--- src/rtl/inst_decode_queue_pkg.sv ---
// rtl/inst_decode_queue_pkg.sv - RV64 opcodes, immediate-type selector encoding and NOP constant.
package rv_decode_pkg;

   localparam logic [6:0] OPC_LUI       = 7'b0110111;
   localparam logic [6:0] OPC_AUIPC     = 7'b0010111;
   localparam logic [6:0] OPC_JAL       = 7'b1101111;
   localparam logic [6:0] OPC_JALR      = 7'b1100111;
   localparam logic [6:0] OPC_BRANCH    = 7'b1100011;
   localparam logic [6:0] OPC_LOAD      = 7'b0000011;
   localparam logic [6:0] OPC_STORE     = 7'b0100011;
   localparam logic [6:0] OPC_OP_IMM    = 7'b0010011;
   localparam logic [6:0] OPC_OP_IMM_32 = 7'b0011011;
   localparam logic [6:0] OPC_MISC_MEM  = 7'b0001111;
   localparam logic [6:0] OPC_SYSTEM    = 7'b1110011;
   localparam logic [6:0] OPC_OP        = 7'b0110011;
   localparam logic [6:0] OPC_OP_32     = 7'b0111011;

   typedef enum logic [2:0] {
      IMM_U    = 3'b000,
      IMM_J    = 3'b001,
      IMM_I    = 3'b010,
      IMM_B    = 3'b011,
      IMM_S    = 3'b100,
      IMM_NONE = 3'b111
   } imm_type_e;

   localparam logic [31:0] NOP_INST = 32'h0000_0013;

endpackage

--- src/rtl/inst_decode_queue_if.sv ---
// rtl/inst_decode_queue_if.sv - Fetch-side and decode-side handshake bundle of the instruction queue.
interface inst_decode_queue_if #(
   parameter int DEPTH = 2,
   parameter int PC_W  = 64
);
   logic                     flush;
   logic                     in_valid;
   logic                     in_ready;
   logic [31:0]              in_inst;
   logic [PC_W-1:0]          in_pc;
   logic                     out_valid;
   logic                     out_ready;
   logic [31:0]              out_inst;
   logic [PC_W-1:0]          out_pc;
   logic [2:0]               out_imm_type;
   logic                     out_illegal;
   logic [$clog2(DEPTH):0]   count;

   modport master (
      output flush, in_valid, in_inst, in_pc, out_ready,
      input  in_ready, out_valid, out_inst, out_pc, out_imm_type, out_illegal, count
   );

   modport slave (
      input  flush, in_valid, in_inst, in_pc, out_ready,
      output in_ready, out_valid, out_inst, out_pc, out_imm_type, out_illegal, count
   );
endinterface

--- src/rtl/imm_type_decoder.sv ---
// rtl/imm_type_decoder.sv - Combinational opcode to immediate-type selector and illegal flag.
module imm_type_decoder
   import rv_decode_pkg::*;
(
   input  logic [6:0] opcode_i,
   output imm_type_e  imm_type_o,
   output logic       illegal_o
);
   always_comb begin
      imm_type_o = IMM_NONE;
      illegal_o  = 1'b0;
      // Opcodes with inst[1:0] != 2'b11 never match an entry and land in default.
      unique case (opcode_i)
         OPC_LUI, OPC_AUIPC:                 imm_type_o = IMM_U;
         OPC_JAL:                            imm_type_o = IMM_J;
         OPC_JALR, OPC_LOAD, OPC_OP_IMM, OPC_OP_IMM_32,
         OPC_SYSTEM, OPC_MISC_MEM:           imm_type_o = IMM_I;
         OPC_BRANCH:                         imm_type_o = IMM_B;
         OPC_STORE:                          imm_type_o = IMM_S;
         OPC_OP, OPC_OP_32:                  imm_type_o = IMM_NONE;
         default:                            illegal_o  = 1'b1;
      endcase
   end
endmodule

--- src/rtl/inst_decode_queue.sv ---
// rtl/inst_decode_queue.sv - Circular instruction queue between fetch and decode with pre-decoded immediate type.
module inst_decode_queue
   import rv_decode_pkg::*;
#(
   parameter int DEPTH = 2,
   parameter int PC_W  = 64
) (
   input  logic                clk,
   input  logic                rst_n,
   inst_decode_queue_if.slave  bus
);
   localparam int PTR_W = $clog2(DEPTH);
   localparam int CNT_W = PTR_W + 1;

   logic [PTR_W-1:0] wr_ptr_q, wr_ptr_d;
   logic [PTR_W-1:0] rd_ptr_q, rd_ptr_d;
   logic [CNT_W-1:0] count_q, count_d;

   logic [31:0]      inst_mem [DEPTH];
   logic [PC_W-1:0]  pc_mem   [DEPTH];
   imm_type_e        imm_mem  [DEPTH];
   logic             ill_mem  [DEPTH];

   logic      full, empty, push, pop;
   imm_type_e dec_imm_type;
   logic      dec_illegal;

   imm_type_decoder u_dec (
      .opcode_i   (bus.in_inst[6:0]),
      .imm_type_o (dec_imm_type),
      .illegal_o  (dec_illegal)
   );

   assign full  = (count_q == CNT_W'(DEPTH));
   assign empty = (count_q == '0);
   // Push acceptance depends only on current occupancy, so a pop cannot make room in the same cycle.
   assign push  = bus.in_valid & ~full;
   assign pop   = bus.out_ready & ~empty;

   always_comb begin
      wr_ptr_d = wr_ptr_q;
      rd_ptr_d = rd_ptr_q;
      count_d  = count_q;
      if (bus.flush) begin
         wr_ptr_d = '0;
         rd_ptr_d = '0;
         count_d  = '0;
      end else begin
         if (push) wr_ptr_d = wr_ptr_q + PTR_W'(1);
         if (pop)  rd_ptr_d = rd_ptr_q + PTR_W'(1);
         if (push && !pop)      count_d = count_q + CNT_W'(1);
         else if (pop && !push) count_d = count_q - CNT_W'(1);
      end
   end

   always_ff @(posedge clk or negedge rst_n) begin
      if (!rst_n) begin
         wr_ptr_q <= '0;
         rd_ptr_q <= '0;
         count_q  <= '0;
      end else begin
         wr_ptr_q <= wr_ptr_d;
         rd_ptr_q <= rd_ptr_d;
         count_q  <= count_d;
      end
   end

   always_ff @(posedge clk) begin
      if (push && !bus.flush) begin
         inst_mem[wr_ptr_q] <= bus.in_inst;
         pc_mem[wr_ptr_q]   <= bus.in_pc;
         imm_mem[wr_ptr_q]  <= dec_imm_type;
         ill_mem[wr_ptr_q]  <= dec_illegal;
      end
   end

   assign bus.in_ready     = ~full;
   assign bus.out_valid    = ~empty;
   assign bus.count        = count_q;
   assign bus.out_inst     = empty ? NOP_INST : inst_mem[rd_ptr_q];
   assign bus.out_pc       = empty ? '0       : pc_mem[rd_ptr_q];
   assign bus.out_imm_type = empty ? IMM_NONE : imm_mem[rd_ptr_q];
   assign bus.out_illegal  = empty ? 1'b0     : ill_mem[rd_ptr_q];
endmodule
--- src/flat_wrapper.sv ---
// flat-port wrapper written by rule: the top's interface ports become plain ports
module inst_decode_queue_flat import rv_decode_pkg::*;
#(
   parameter int DEPTH = 2,
   parameter int PC_W  = 64
)
  (clk, rst_n, bus_flush, bus_in_valid, bus_in_inst, bus_in_pc, bus_out_ready, bus_in_ready, bus_out_valid, bus_out_inst, bus_out_pc, bus_out_imm_type, bus_out_illegal, bus_count);
  inst_decode_queue_if #(.DEPTH(DEPTH), .PC_W(PC_W)) bus_i ();
  input  logic clk;
  input  logic rst_n;
  input wire logic [$bits(bus_i.flush)-1:0] bus_flush;
  input wire logic [$bits(bus_i.in_valid)-1:0] bus_in_valid;
  input wire logic [$bits(bus_i.in_inst)-1:0] bus_in_inst;
  input wire logic [$bits(bus_i.in_pc)-1:0] bus_in_pc;
  input wire logic [$bits(bus_i.out_ready)-1:0] bus_out_ready;
  output wire logic [$bits(bus_i.in_ready)-1:0] bus_in_ready;
  output wire logic [$bits(bus_i.out_valid)-1:0] bus_out_valid;
  output wire logic [$bits(bus_i.out_inst)-1:0] bus_out_inst;
  output wire logic [$bits(bus_i.out_pc)-1:0] bus_out_pc;
  output wire logic [$bits(bus_i.out_imm_type)-1:0] bus_out_imm_type;
  output wire logic [$bits(bus_i.out_illegal)-1:0] bus_out_illegal;
  output wire logic [$bits(bus_i.count)-1:0] bus_count;
  assign bus_i.flush = bus_flush;
  assign bus_i.in_valid = bus_in_valid;
  assign bus_i.in_inst = bus_in_inst;
  assign bus_i.in_pc = bus_in_pc;
  assign bus_i.out_ready = bus_out_ready;
  assign bus_in_ready = bus_i.in_ready;
  assign bus_out_valid = bus_i.out_valid;
  assign bus_out_inst = bus_i.out_inst;
  assign bus_out_pc = bus_i.out_pc;
  assign bus_out_imm_type = bus_i.out_imm_type;
  assign bus_out_illegal = bus_i.out_illegal;
  assign bus_count = bus_i.count;
  inst_decode_queue #(.DEPTH(DEPTH), .PC_W(PC_W)) u_core (.clk(clk), .rst_n(rst_n), .bus(bus_i));
endmodule
--- config.mk ---
export PLATFORM = sky130hd
export DESIGN_NAME = inst_decode_queue_flat
export DESIGN_NICKNAME = d
export VERILOG_FILES = /design/src/rtl/inst_decode_queue_pkg.sv /design/src/rtl/inst_decode_queue_if.sv /design/src/rtl/imm_type_decoder.sv /design/src/rtl/inst_decode_queue.sv /design/src/flat_wrapper.sv
export SDC_FILE = /design/constraint.sdc
export NUM_CORES = 1
export LEC_CHECK = 0
export BUFFER_PORTS_ARGS = -buffer_cell sky130_fd_sc_hd__buf_2
export CAP_MARGIN = 40
export CORE_MARGIN = 2
export CORE_UTILIZATION = 30
export CTS_CLUSTER_DIAMETER = 50
export DETAILED_ROUTE_END_ITERATION = 8
export GPL_TIMING_DRIVEN = 0
export PLACE_DENSITY = 0.6
export SLEW_MARGIN = 10
export SYNTH_ARGS = -nofsm -noshare
export SYNTH_HDL_FRONTEND = slang
export SYNTH_SLANG_ARGS = --single-unit
--- constraint.sdc ---
create_clock -name clk -period 12.6 [get_ports clk]
set_clock_uncertainty 0.1 [all_clocks]
set_input_delay 2.52 -clock clk [delete_from_list [all_inputs] [get_ports clk]]
set_output_delay 2.52 -clock clk [all_outputs]
set_load 0.05 [all_outputs]
==> metrics <==
# clock sinks 204; Synth top area share 75.8%; Reg clk slew, reported paths 50 ps; Fmax achieved 205 MHz; register area 0.00611 mm²; DRC Markers 0; post-layout util 39.5%; switching power 0.436 mW; CTS tree built; clock network fraction of design power 36.7%; Rows 59; Least-Margin Pin Slew 815 ps; status complete, no violations; Worst Hold Launch u_core.wr_ptr_q$_DFFE_PN0P_; Logic pwr share 15.4%; synth top area cells edfxtp_1 76%, mux2i_1 13%, nor2_1 4.8%; pre-CTS WS 7890 ps; layout cells sized above 1 37.7%; endpoints failing setup 0; vias in the first global route 4754; Fillers 2449; area grow syn2layout 29.4%; Worst Hold Slack 495 ps; initial antenna violation count 1; post-route ant nets 0; Post-synth EDFFs 200; dominant cell by count in the synthesized netlist edfxtp_1; Nets 832; Max Cap Viol 0; fin. max-slew vios 0; Core Box Area 0.0260 mm²; largest net degree at the start of global routing 13; Port Buffers 204; reg2reg path depth 7; Hold Crit Class flop to flop; H-tree level count 1; Post-synth top cells 200 x edfxtp_1, 102 x mux2i_1, 102 x nor2_1; Power Density 160 mW/mm²; CP Class flop to output pin; post-CTS setup buffer count 0; Die Y-Extent 167 µm; dpl cell area 0.00958 mm²; post-route insts no fill 1077; io pins 205; Mapped Avg Cell Area 16.5 µm²; Max Fanout on Critical Path 10; hold path depth 2; flop-to-flop setup slack 9980 ps; sequential fraction of the synthesis area 77.0%; global-route wire length before repair 26000 µm; Placed Cells 1041; ys flop type edfxtp_1; Reg-to-Reg End u_core.pc_mem[0][37]$_DFFE_PP_; total congestion overflow 0; Critical Path AT 2260 ps; Synth area leader edfxtp_1; 1st-iter DRT viols 266; Placer Congestion 0.718; Sw Share 26.6%; Setup crit start kind flop; fin crit share 38.7%; clock latency on the worst-skew pair 500 ps; Internal Power 1.20 mW; via density per instance 4.42; RSZ-0062 raised after global routing false; WHS Endpoint u_core.wr_ptr_q$_DFFE_PN0P_; n_diodes 0; Syn Inst Count 480; total wire length 16800 µm; worst setup margin 7720 ps; global-route usage over all layers 11.8%; Flop pwr share 47.8%; PostCTS Resize Cnt 0; R2R Path Start u_core.bus.count[0]$_DFFE_PN0P_; syn nets 581; minimum clock period after layout 4880 ps; Sum Neg Setup Slack 0 ps; Yosys Warn Count 0; hold_buf cts 0; CP Data Required Time 9980 ps; vias 4761; total die area 0.0277 mm²; Synth cell types 26; Initial Util 30.5%; mapped cell area 0.00793 mm²; area of the multi-input gates 0.00168 mm²; drt first pass iters 4; WL per Instance 15.6 µm; Tot Pwr 1.64 mW; CTS Root Cell clkbuf_16; slew margin rel. 45.4%; leak pwr 3.89 nW; critical path capture point type output pin; design area 0.0103 mm²; Die X 167 µm; post-synthesis register bit count 204; CTS buffer count 23; Final Hold Viols 0; DP HPWL 12200 µm; peak supply drop 0.000109 V; clock buffer depth 3; share of flip-flops with an asynchronous set or reset 1.96%
[cells by family after synthesis]
logic type | after synthesis | synth area share, %
simple gates | 134 | 6.95
compound gates | 13 | 1.04
flops | 204 | 77.0
mux | 102 | 12.9
buf+inv | 25 | 1.88
xor+xnor | 2 | 0.221
[layout by cell type, fill, tap and decap left out, types with 2 or more instances in the layout]
master	netlist	layout
inv_6	0	3
nor3b_1	4	3
mux2i_1	102	102
clkbuf_1	3	8
nand2b_1	5	5
buf_4	9	20
nor2_1	102	102
clkbuf_16	0	23
buf_2	11	215
dfrtp_1	4	4
buf_6	1	12
xor2_1	2	2
edfxtp_1	200	200
clkinv_1	0	2
nand3b_1	3	3
nand2_1	15	15
a21oi_1	6	6
[power by group through the flow]
stage	Sequential (mW)	Clock, mW	Combinational (mW)
after floorplan	0.805	0	0.175
after global routing	0.785	0.645	0.271
after CTS	0.783	0.621	0.258
after detailed placement	0.797	0	0.257
after global placement	0.809	0	0.247
final	0.783	0.601	0.253
[routing by layer]
metal / routed length, µm / global-route usage, % / vias to the layer above / part of all wire, %
met5: 13 / 0 / - / 0.077
met4: 490 / 3.56 / 2 / 2.9
met3: 947 / 2.88 / 39 / 5.6
met2: 8310 / 20.2 / 130 / 49
met1: 7080 / 14.7 / 2308 / 42
li1: - / - / 2282 / -
[cell type report]
| type | count | share of cell area (%) |
|---|---|---|
| plain buffers | 24 | 1.42 |
| clock buffers | 28 | 5.80 |
| clock inverters | 8 | 0.744 |
| inverters | 1 | 0.0366 |
| multi-input cells | 251 | 16.4 |
| flip-flops and latches | 204 | 59.5 |
| well taps | 335 | 4.09 |
| repair buffers | 226 | 12.0 |
[registers in the layout, summed over array words and instances, names as in the netlist]
signal            count
u_core.bus.count      2
u_core.ill_mem        2
u_core.imm_mem        6
u_core.inst_mem      64
u_core.pc_mem       128
u_core.rd_ptr_q       1
u_core.wr_ptr_q       1
[how the worst max path moves through the flow]
| stage | start | end | slack, ps |
|---|---|---|---|
| 3_3_place_gp | bus_in_valid | u_core.pc_mem[1][48]$_DFFE_PP_ | -3070 |
| 3_5_place_dp | bus_in_valid | u_core.pc_mem[0][37]$_DFFE_PP_ | 7890 |
| 5_1_grt | u_core.bus.count[0]$_DFFE_PN0P_ | bus_out_pc[46] | 7540 |
| 2_1_floorplan | bus_in_valid | u_core.ill_mem[1]$_DFFE_PP_ | 1860 |
| 4_1_cts | u_core.bus.count[0]$_DFFE_PN0P_ | bus_out_pc[35] | 7630 |
| 6_report | u_core.bus.count[0]$_DFFE_PN0P_ | bus_out_pc[35] | 7720 |
[critical path, cell delays in order (launching register included)]
cell and delay [ps]:
dfrtp_1 440, nor2_2 280, buf_2 380, buf_2 330, nor2_1 100, buf_2 220
Power figures use the tool's default switching activity.
